## config.mk

```make
export PLATFORM = sky130hd
export DESIGN_NAME = lsu_mem_stage_flat
export DESIGN_NICKNAME = d
export VERILOG_FILES = /design/src/rtl/lsu_pkg.sv /design/src/rtl/lsu_mem_stage_if.sv /design/src/rtl/lsu_load_align.sv /design/src/rtl/lsu_mem_stage.sv /design/src/flat_wrapper.sv
export SDC_FILE = /design/constraint.sdc
export NUM_CORES = 1
export LEC_CHECK = 0
export ABC_CLOCK_PERIOD_IN_PS = 7110
export CORE_ASPECT_RATIO = 1.5
export CORE_MARGIN = 2
export CORE_UTILIZATION = 48
export DETAILED_ROUTE_END_ITERATION = 10
export GPL_TIMING_DRIVEN = 1
export PLACE_DENSITY_LB_ADDON = 0.05
export SLEW_MARGIN = 40
export SYNTH_ARGS = -nofsm -noshare
export SYNTH_HDL_FRONTEND = slang
export SYNTH_SLANG_ARGS = --single-unit
export TNS_END_PERCENT = 10
```

## constraint.sdc

```tcl
create_clock -name clk -period 7.11 [get_ports clk]
set_clock_uncertainty 0.15 [all_clocks]
set_input_delay 0.711 -clock clk [delete_from_list [all_inputs] [get_ports clk]]
set_output_delay 0.711 -clock clk [all_outputs]
set_load 0.02 [all_outputs]
```

## src/rtl/lsu_pkg.sv

```systemverilog
// Shared LSU constants, FSM state type and request legality check.
// Imported by the interface, the aligner and the top-level stage.
package lsu_pkg;

    localparam logic [4:0] OP_LOAD  = 5'b00000;
    localparam logic [4:0] OP_STORE = 5'b01000;

    localparam logic [2:0] F3_B  = 3'b000;
    localparam logic [2:0] F3_H  = 3'b001;
    localparam logic [2:0] F3_W  = 3'b010;
    localparam logic [2:0] F3_BU = 3'b100;
    localparam logic [2:0] F3_HU = 3'b101;

    typedef enum logic [1:0] {
        IDLE = 2'd0,
        REQ  = 2'd1,
        WAIT = 2'd2
    } lsu_state_e;

    // Misaligned halfword/word access or an undefined width encoding.
    function automatic logic lsu_bad_req(
        input logic       is_ld,
        input logic [2:0] f3,
        input logic [1:0] a
    );
        logic w_bad_f3;
        logic w_misal;
        if (is_ld)
            w_bad_f3 = (f3 == 3'b011) | (f3 == 3'b110) | (f3 == 3'b111);
        else
            w_bad_f3 = (f3 >= 3'b011);
        w_misal = ((f3[1:0] == 2'b01) & a[0])
                | ((f3[1:0] == 2'b10) & (a != 2'b00));
        return w_bad_f3 | w_misal;
    endfunction

endpackage

```

## src/rtl/lsu_mem_stage_if.sv

```systemverilog
// Single-port data-memory request/response bus.
// The LSU is the master; the memory is the slave.
interface lsu_mem_stage_if #(
    parameter int DM_ADDR_W = 32
);
    logic                 dm_req;
    logic [3:0]           dm_we;
    logic [DM_ADDR_W-1:0] dm_addr;
    logic [31:0]          dm_wdata;
    logic                 dm_ready;
    logic                 dm_rvalid;
    logic [31:0]          dm_rdata;

    modport master (
        output dm_req, dm_we, dm_addr, dm_wdata,
        input  dm_ready, dm_rvalid, dm_rdata
    );

    modport slave (
        input  dm_req, dm_we, dm_addr, dm_wdata,
        output dm_ready, dm_rvalid, dm_rdata
    );
endinterface

```

## src/rtl/lsu_load_align.sv

```systemverilog
// Load lane extraction and sign/zero extension of the memory word.
// Purely combinational.
module lsu_load_align
    import lsu_pkg::*;
(
    input  logic [31:0] i_rdata,
    input  logic [1:0]  i_a,
    input  logic [2:0]  i_func3,
    output logic [31:0] o_data
);

    logic [7:0]  w_b;
    logic [15:0] w_h;

    always_comb begin
        w_b = i_rdata[{i_a, 3'b000} +: 8];
        w_h = i_rdata[{i_a[1], 4'b0000} +: 16];
        o_data = i_rdata;
        unique case (i_func3)
            F3_B:    o_data = {{24{w_b[7]}}, w_b};
            F3_H:    o_data = {{16{w_h[15]}}, w_h};
            F3_W:    o_data = i_rdata;
            F3_BU:   o_data = {24'd0, w_b};
            F3_HU:   o_data = {16'd0, w_h};
            default: o_data = i_rdata;
        endcase
    end

endmodule

```

## src/rtl/lsu_mem_stage.sv

```systemverilog
// Load/store unit after EX: one outstanding data-memory access,
// store lane steering, load extraction, stall and fault pulses.
module lsu_mem_stage
    import lsu_pkg::*;
#(
    parameter int DM_ADDR_W = 32,
    parameter int WAIT_MAX  = 0
) (
    input  logic        clk,
    input  logic        rst,
    input  logic        i_ex_valid,
    input  logic [4:0]  i_opcode,
    input  logic [2:0]  i_func3,
    input  logic [31:0] i_addr,
    input  logic [31:0] i_store_data,
    output logic        o_lsu_busy,
    lsu_mem_stage_if.master dm,
    output logic        o_wb_valid,
    output logic [31:0] o_wb_data,
    output logic        o_lsu_fault
);

    localparam logic [31:0] W_MAX = 32'(WAIT_MAX);

    lsu_state_e r_state;
    lsu_state_e w_state_nxt;

    logic                 r_ld;
    logic [2:0]           r_f3;
    logic [1:0]           r_a;
    logic [DM_ADDR_W-1:0] r_addr;
    logic [3:0]           r_we;
    logic [31:0]          r_wdata;
    logic [31:0]          r_wcnt;
    logic                 r_fault;
    logic                 r_wb_valid;
    logic [31:0]          r_wb_data;

    logic        w_is_ld;
    logic        w_is_st;
    logic        w_req;
    logic        w_bad;
    logic        w_accept;
    logic        w_capture;
    logic        w_timeout;
    logic [31:0] w_wcnt_nxt;
    logic [3:0]  w_we;
    logic [31:0] w_wdata;
    logic [31:0] w_ld_data;

    always_comb begin
        w_is_ld  = (i_opcode == OP_LOAD);
        w_is_st  = (i_opcode == OP_STORE);
        w_req    = (r_state == IDLE) & i_ex_valid & (w_is_ld | w_is_st);
        w_bad    = lsu_bad_req(w_is_ld, i_func3, i_addr[1:0]);
        w_accept = w_req & ~w_bad;
    end

    // Store lane steering; loads drive no strobes.
    always_comb begin
        w_we    = 4'b0000;
        w_wdata = 32'd0;
        if (w_is_st) begin
            unique case (1'b1)
                (i_func3 == F3_B): begin
                    w_we    = 4'b0001 << i_addr[1:0];
                    w_wdata = {4{i_store_data[7:0]}};
                end
                (i_func3 == F3_H): begin
                    w_we    = i_addr[1] ? 4'b1100 : 4'b0011;
                    w_wdata = {2{i_store_data[15:0]}};
                end
                (i_func3 == F3_W): begin
                    w_we    = 4'b1111;
                    w_wdata = i_store_data;
                end
                default: begin
                    w_we    = 4'b0000;
                    w_wdata = 32'd0;
                end
            endcase
        end
    end

    always_comb begin
        w_state_nxt = r_state;
        w_capture   = 1'b0;
        w_timeout   = 1'b0;
        w_wcnt_nxt  = 32'd0;
        unique case (r_state)
            IDLE: begin
                if (w_accept)
                    w_state_nxt = REQ;
            end
            REQ: begin
                if (dm.dm_ready) begin
                    if (!r_ld) begin
                        w_state_nxt = IDLE;
                    end else if (dm.dm_rvalid) begin
                        w_capture   = 1'b1;
                        w_state_nxt = IDLE;
                    end else begin
                        w_state_nxt = WAIT;
                    end
                end
            end
            WAIT: begin
                if (dm.dm_rvalid) begin
                    w_capture   = 1'b1;
                    w_state_nxt = IDLE;
                end else begin
                    w_wcnt_nxt = r_wcnt + 32'd1;
                    if ((WAIT_MAX != 0) && (w_wcnt_nxt == W_MAX)) begin
                        w_timeout   = 1'b1;
                        w_wcnt_nxt  = 32'd0;
                        w_state_nxt = IDLE;
                    end
                end
            end
            default: w_state_nxt = IDLE;
        endcase
    end

    lsu_load_align u_align (
        .i_rdata (dm.dm_rdata),
        .i_a     (r_a),
        .i_func3 (r_f3),
        .o_data  (w_ld_data)
    );

    always_ff @(posedge clk or posedge rst) begin
        if (rst) begin
            r_state    <= IDLE;
            r_ld       <= 1'b0;
            r_f3       <= 3'd0;
            r_a        <= 2'd0;
            r_addr     <= '0;
            r_we       <= 4'd0;
            r_wdata    <= 32'd0;
            r_wcnt     <= 32'd0;
            r_fault    <= 1'b0;
            r_wb_valid <= 1'b0;
            r_wb_data  <= 32'd0;
        end else begin
            r_state    <= w_state_nxt;
            r_wcnt     <= w_wcnt_nxt;
            r_fault    <= (w_req & w_bad) | w_timeout;
            r_wb_valid <= w_capture;
            if (w_capture)
                r_wb_data <= w_ld_data;
            if (w_accept) begin
                r_ld    <= w_is_ld;
                r_f3    <= i_func3;
                r_a     <= i_addr[1:0];
                r_addr  <= {i_addr[DM_ADDR_W-1:2], 2'b00};
                r_we    <= w_we;
                r_wdata <= w_wdata;
            end
        end
    end

    // Bus fields are held in registers and only exposed while in REQ.
    always_comb begin
        dm.dm_req   = (r_state == REQ);
        dm.dm_we    = (r_state == REQ) ? r_we : 4'd0;
        dm.dm_addr  = (r_state == REQ) ? r_addr : '0;
        dm.dm_wdata = (r_state == REQ) ? r_wdata : 32'd0;
    end

    assign o_lsu_busy  = (r_state != IDLE) | w_accept;
    assign o_wb_valid  = r_wb_valid;
    assign o_wb_data   = r_wb_data;
    assign o_lsu_fault = r_fault;

endmodule
```

## src/flat_wrapper.sv

```systemverilog
// flat-port wrapper written by rule: the top's interface ports become plain ports
module lsu_mem_stage_flat import lsu_pkg::*;
#(
    parameter int DM_ADDR_W = 32,
    parameter int WAIT_MAX  = 0
)
  (clk, rst, i_ex_valid, i_opcode, i_func3, i_addr, i_store_data, o_lsu_busy, o_wb_valid, o_wb_data, o_lsu_fault, dm_dm_req, dm_dm_we, dm_dm_addr, dm_dm_wdata, dm_dm_ready, dm_dm_rvalid, dm_dm_rdata);
  lsu_mem_stage_if #(.DM_ADDR_W(DM_ADDR_W)) dm_i ();
  input  logic clk;
  input  logic rst;
  input  logic i_ex_valid;
  input  logic [4:0] i_opcode;
  input  logic [2:0] i_func3;
  input  logic [31:0] i_addr;
  input  logic [31:0] i_store_data;
  output logic o_lsu_busy;
  output logic o_wb_valid;
  output logic [31:0] o_wb_data;
  output logic o_lsu_fault;
  output wire logic [$bits(dm_i.dm_req)-1:0] dm_dm_req;
  output wire logic [$bits(dm_i.dm_we)-1:0] dm_dm_we;
  output wire logic [$bits(dm_i.dm_addr)-1:0] dm_dm_addr;
  output wire logic [$bits(dm_i.dm_wdata)-1:0] dm_dm_wdata;
  input wire logic [$bits(dm_i.dm_ready)-1:0] dm_dm_ready;
  input wire logic [$bits(dm_i.dm_rvalid)-1:0] dm_dm_rvalid;
  input wire logic [$bits(dm_i.dm_rdata)-1:0] dm_dm_rdata;
  assign dm_dm_req = dm_i.dm_req;
  assign dm_dm_we = dm_i.dm_we;
  assign dm_dm_addr = dm_i.dm_addr;
  assign dm_dm_wdata = dm_i.dm_wdata;
  assign dm_i.dm_ready = dm_dm_ready;
  assign dm_i.dm_rvalid = dm_dm_rvalid;
  assign dm_i.dm_rdata = dm_dm_rdata;
  lsu_mem_stage #(.DM_ADDR_W(DM_ADDR_W), .WAIT_MAX(WAIT_MAX)) u_core (.clk(clk), .rst(rst), .i_ex_valid(i_ex_valid), .i_opcode(i_opcode), .i_func3(i_func3), .i_addr(i_addr), .i_store_data(i_store_data), .o_lsu_busy(o_lsu_busy), .dm(dm_i), .o_wb_valid(o_wb_valid), .o_wb_data(o_wb_data), .o_lsu_fault(o_lsu_fault));
endmodule
```

==> impl_metrics.py, run 1 <==
metrics = {
    "status": {
        "status": "completed",
    },
    "routing": {
        "vias_per_cell": 5.50,
        "wl_per_cell_um": 17.5,
        "num_vias": 4913,
        "drtAntennaViolNets": 0,
        "drc": 0,
        "drt_first_iter_violations": 162,
        "routed_wl_um": 15700,
        "detailedRoute.firstPassIterationCount": 5,
    },
    "clock_tree": {
        "post_cts_buffers": 0,
        "path_clk_slew_ns": 0.07,
        "cts-resized-gates": 0,
        "cts-root-buf": "clkbuf_16",
        "hold_buffers": 0,
        "htreeDepth": 3,
        "cts.sinks": 108,
        "cts_buffers": 9,
        "cts.path.max_buffers": 2,
        "cts_tree": "done",
        "clk_latency_ns": 0.33,
    },
    "floorplanning": {
        "die_h_um": 136,
        "coreArea_mm2": 0.0114,
        "rows": 48,
        "die_w_um": 92.1,
        "dieArea_mm2": 0.0126,
        "ios": 213,
        "start_util": 0.490,
    },
    "placed_design": {
        "gp_congestion": 0.857,
        "dpl.hpwl_um": 11500,
        "portBuffers": 210,
        "place_ws_ns": 3.20,
    },
    "timing": {
        "worst_slew_pin_slew_ns": 0.727,
        "clock.fmax_mhz": 284,
        "period_share": 0.495,
        "max-slew-margin-rel": 0.515,
        "final-setup-viol-count": 0,
        "post-route-min-period_ns": 3.52,
        "worst_slack_ns": 3.59,
        "rsz0062_at_grt": "no",
        "slew_viol_final": 0,
        "setup_tns_ns": 0,
        "hold_violations": 0,
    },
    "finish": {
        "seq_area_mm2": 0.00270,
        "final_cell_mix": "clkdlybuf4s50_1 (208), dfrtp_1 (108), and2_1 (67), nand2_1 (54), mux2_2 (50)",
        "drive_above_1_share": 0.108,
        "n_antenna_cell": 0,
        "fin_nets": 852,
        "area_growth_pct": 43.9,
        "final_common_cell": "clkdlybuf4s50_1",
        "nFillCells": 880,
        "multi_input_area_mm2": 0.00266,
    },
    "global_routing": {
        "first_global_vias": 5082,
        "grt_first_pass_wirelength_um": 24700,
        "grt_max_degree": 85,
        "overflow": 0,
        "antenna_found_initial": 0,
        "track_usage": 0.247,
    },
    "min_path": {
        "hold_path_class": "reg -> reg",
        "min_from": "u_core.r_wdata[0]",
    },
    "power_and_ir_drop": {
        "ir_drop_mv": 0.119,
        "power.density_mw_per_mm2": 258,
        "p_leak_nw": 3.45,
    },
    "synthesis": {
        "async_flop_share": 1.00,
        "synth_top_area_cell": "dfrtp_1",
        "synth_top_area_share": 0.483,
        "synthCells": 558,
        "ys_ff_latch": 108,
        "yosysUniqueCellTypes": 39,
        "synth-edff-count": 0,
        "ys.flop_type": "dfrtp_1",
        "yosysSeqAreaShare": 0.483,
        "yosysWarnings": 0,
        "synth_area_leaders": "dfrtp_1 (48%), mux2_2 (10%), and2_1 (7.5%)",
        "netlist_area_mm2": 0.00559,
        "avgSynthCellArea_um2": 10.0,
    },
    "critical_path": {
        "crit_path_start": "i_addr[0]",
        "worstPathMaxFanout": 7,
        "worstSetupEndpointType": "output pin",
        "reg2reg_from": "u_core.r_state[1]",
        "cp.required_ns": 6.25,
        "start_kind": "primary input",
        "critPathArrivalTime_ns": 2.66,
        "critPathKind": "in -> out",
    },
    "run": {
        "maxCapViolCount": 0,
    },
}
==> stage by stage <==
| step | util | power, mW | cells | hold slack (ns) | area, um^2 |
|---|---|---|---|---|---|
| after floorplan | - | 1.23 | 559 | 0.290 | 5600 |
| after global placement | 0.675 | 1.57 | 876 | 0.305 | 7700 |
| after detailed placement | 0.680 | 1.60 | 878 | 0.318 | 7760 |
| after CTS | 0.705 | 2.10 | 894 | 0.333 | 8050 |
| after global routing | 0.706 | 2.18 | 894 | 0.353 | 8050 |
| final | 0.706 | 2.07 | 894 | 0.329 | 8050 |
==> worst max-delay path, stage by stage <==
cell and delay, ns:
clkdlybuf4s50_1 0.56, a221oi_2 0.46, o2111ai_4 0.18, nand2_1 0.11
clkdlybuf4s50_1 0.64
==> routing by layer <==
layer	share of wire	GRT usage	vias up	routed length (um)
met5	0	0	-	0
met4	0.036	0.110	0	570
met3	0.055	0.0504	37	859
met2	0.52	0.432	193	8180
met1	0.39	0.293	2384	6070
li1	-	-	2299	-
==> state kept, by name, summed over array words and instances (netlist names) <==
| signal | count |
|---|---|
| u_core.r_state | 2 |
| u_core.r_we | 4 |
| u_core.o_wb_valid | 1 |
| u_core.r_addr | 30 |
| u_core.r_ld | 1 |
| u_core.o_wb_data | 32 |
| u_core.r_f3 | 3 |
| u_core.r_wdata | 32 |
| u_core.r_a | 2 |
| u_core.o_lsu_fault | 1 |
==> where the power goes <==
| group | internal [mW] | total [mW] | switching (mW) |
|---|---|---|---|
| clock | 0.272 | 0.486 | 0.215 |
| combinational | 0.389 | 0.776 | 0.387 |
| sequential | 0.731 | 0.811 | 0.0806 |
==> cells by family (layout without fill, tap and decap cells) <==
kind of cell | Yosys count | count (layout) | share of synthesized area
buf+inv | 60 | 245 | 0.0514
mux | 56 | 56 | 0.112
compound gates | 137 | 137 | 0.160
fa+ha+maj | 4 | 4 | 0.00895
simple gates | 192 | 192 | 0.185
other cells | 1 | 2 | 0.000670
flops | 108 | 108 | 0.483
==> cell type report <==
| type | count | share of cell area |
|---|---|---|
| Sequential cell | 108 | 0.336 |
| Multi-Input combinational cell | 391 | 0.330 |
| Timing Repair Buffer | 215 | 0.269 |
| Clock buffer | 11 | 0.0289 |
| Tap cell | 150 | 0.0233 |
| Inverter | 14 | 0.00684 |
| Clock inverter | 5 | 0.00653 |
==> Yosys cell counts (all sizes together) (5+ instances only) <==
library cell  count
mux2i             5
a22o             23
mux2             51
clkbuf           25
o22a              7
nor4bb            7
nand2            54
nor2             30
o21ai            32
buf              21
nor2b            20
inv              14
a221oi            9
o31ai            10
a21oi            48
dfrtp           108
and2             67
==> worst paths after layout <==
kind                                             end  cells after the start  slack [ns]
worst min-delay path               u_core.r_wdata[0]                      2        0.33
worst max-delay path                      o_lsu_busy                      5        3.59
worst min register to register     u_core.r_wdata[0]                      2        0.33
worst max register to register  u_core.o_wb_data[25]                      7        4.29
min in group asynchronous          u_core.r_addr[27]                      2        0.57
max in group asynchronous             u_core.r_we[3]                      3        5.19
Power figures use the tool's default switching activity.
==> inputs of run 2 (changes only) <==
Settings changed: ABC_CLOCK_PERIOD_IN_PS 7110 to 2900, CORE_UTILIZATION 48 to 40.
Clock period 7.11 ns to 2.9 ns, I/O delays scaled along.
==> run 2 against run 1 <==
Compared with the run above: worst hold slack got worse by 0.070 ns; clock-buffer cell count shrank 1; setup slack lost 3.4 ns; via count fell by 1.8%; sequential power rose by 140%; flip-flop and latch count unchanged; largest cell class unchanged; critical path type unchanged.
==> impl_metrics.py, run 2 (synthesis results as in run 1) <==
metrics = {
    "floorplanning": {
        "die_w_um": 101,
        "dieArea_mm2": 0.0150,
        "start_util": 0.411,
        "ios": 213,
        "coreArea_mm2": 0.0136,
        "die_h_um": 149,
        "rows": 52,
    },
    "critical_path": {
        "crit_path_max_incr_delay_ns": 0.61,
        "cp.depth": 5,
        "critPathBufInv": 2,
        "crit_path_start": "i_addr[0]",
        "crit_path_top_delay_cell": "clkdlybuf4s50_1",
        "crit_path_end": "o_lsu_busy",
        "worstPathMaxFanout": 7,
        "r2r-end": "u_core.o_wb_data[18]",
        "ff2ff_setup_slack_ns": 0.61,
        "critPathArrivalTime_ns": 2.27,
        "cp_common_cell": "clkdlybuf4s50_1",
        "start_kind": "primary input",
        "worstSetupEndpointType": "output pin",
        "cp.required_ns": 2.46,
        "path_cells": "clkdlybuf4s50_1 -> a221oi_2 -> o2111ai_4 -> nand2_1 -> clkdlybuf4s50_1",
        "reg2reg_depth": 7,
        "path_delay_family": "buffers and inverters",
        "reg2reg_from": "u_core.r_state[1]",
        "critPathKind": "in -> out",
    },
    "clock_tree": {
        "cts.sinks": 108,
        "htreeDepth": 3,
        "hold_buffers": 0,
        "cts-resized-gates": 0,
        "cts.path.max_buffers": 2,
        "post_cts_buffers": 0,
        "cts-root-buf": "clkbuf_16",
        "cts_tree": "done",
        "clk_latency_ns": 0.33,
        "cts_buffers": 9,
        "path_clk_slew_ns": 0.07,
    },
    "timing": {
        "max-slew-margin-rel": 0.498,
        "setup_tns_ns": 0,
        "rsz0062_at_grt": "no",
        "slew_viol_final": 0,
        "final-setup-viol-count": 0,
        "clock.fmax_mhz": 368,
        "hold_violations": 0,
        "post-route-min-period_ns": 2.71,
        "worst_slew_pin_slew_ns": 0.751,
        "period_share": 0.936,
    },
    "power_and_ir_drop": {
        "ir_drop_mv": 0.382,
        "power_mw": 5.10,
        "p_leak_nw": 3.50,
        "power.density_mw_per_mm2": 628,
    },
    "routing": {
        "vias_per_cell": 5.27,
        "drt_first_iter_violations": 144,
        "detailedRoute.firstPassIterationCount": 4,
        "routed-wl-met2_um": 8660,
        "wl_met1_um": 6590,
        "route.met3.wl_um": 886,
        "drtAntennaViolNets": 0,
        "routed_wl_um": 16400,
        "drc": 0,
        "num_vias": 4827,
        "wl_per_cell_um": 17.9,
        "top_layer": "met4",
    },
    "global_routing": {
        "first_global_vias": 4951,
        "grt_max_degree": 109,
        "overflow": 0,
        "grt_first_pass_wirelength_um": 25800,
        "antenna_found_initial": 0,
        "track_usage": 0.221,
    },
    "placed_design": {
        "gp_congestion": 0.817,
        "portBuffers": 210,
        "dpl-instance-area_mm2": 0.00784,
        "dpl.hpwl_um": 12200,
    },
    "status": {
        "status": "completed",
    },
    "finish": {
        "drive_above_1_share": 0.118,
        "final_cell_mix": "clkdlybuf4s50_1 (210), dfrtp_1 (108), and2_1 (67), nand2_1 (54), mux2_2 (50)",
        "fin_nets": 863,
        "final_common_cell": "clkdlybuf4s50_1",
        "area_growth_pct": 45.2,
        "design_area_mm2": 0.00812,
        "n_antenna_cell": 0,
    },
    "run": {
        "maxCapViolCount": 0,
    },
    "min_path": {
        "hold_path_class": "in -> async",
    },
}
## run 2: cell count changes in the layout (fill, tap and decap cells not counted), sizes merged
cell | before | now
bufinv | 1 | 0
clkbuf | 11 | 10
clkdlybuf4s50 | 208 | 210
clkinv | 3 | 4
buf | 7 | 16
## run 2: cell type report
| cell class | instances | area (um^2) |
|---|---|---|
| fill | 1171 | 5470 |
| sequential | 108 | 2700 |
| multi-input combinational | 391 | 2630 |
| timing repair buffer | 226 | 2250 |
| clock buffer | 10 | 239 |
| tap | 162 | 203 |
| inverter | 14 | 56.3 |
| clock inverter | 5 | 46.3 |
## run 2: stage by stage
stage / instances / hold WS, ns / utilization / setup slack (ns)
2_1_floorplan: 559 / 0.237 / - / 0.782
3_3_place_gp: 901 / 0.305 / 0.576 / 0.269
3_5_place_dp: 901 / 0.310 / 0.576 / 0.208
4_1_cts: 916 / 0.326 / 0.597 / 0.190
5_1_grt: 916 / 0.331 / 0.597 / 0.0743
6_report: 916 / 0.260 / 0.597 / 0.185
## run 2: worst min path at each step
stage	start	to	slack (ns)	cells after the start
after floorplan	i_opcode[3]	u_core.r_ld	0.24	1
after detailed placement	u_core.r_wdata[4]	u_core.r_wdata[4]	0.31	2
after CTS	u_core.r_wdata[4]	u_core.r_wdata[4]	0.33	2
final	rst	u_core.o_wb_data[1]	0.26	3
after global placement	u_core.r_wdata[4]	u_core.r_wdata[4]	0.31	2
after global routing	rst	u_core.o_wb_data[1]	0.33	3
## run 2: worst min-delay path, stage by stage
cell and delay (ns):
clkdlybuf4s50_1 0.44, clkinvlp_4 0.09, buf_12 0.38
## run 2: metal layers
metal / global-route usage / up-vias
met5: 0 / -
met4: 0.0719 / 0
met3: 0.0394 / 10
met2: 0.398 / 163
met1: 0.263 / 2332
li1: - / 2322
## run 2: power breakdown
group | leakage [nW] | switching (mW) | internal [mW]
clock | 0.141 | 0.566 | 0.615
combinational | 1.88 | 0.981 | 0.978
sequential | 1.48 | 0.171 | 1.79
==> inputs of run 3 (changes only) <==
Settings changed: SKIP_LAST_GASP set to 1.
==> results of run 3 <==
No change in the layout: final DEF, timing and power equal those of run 2.
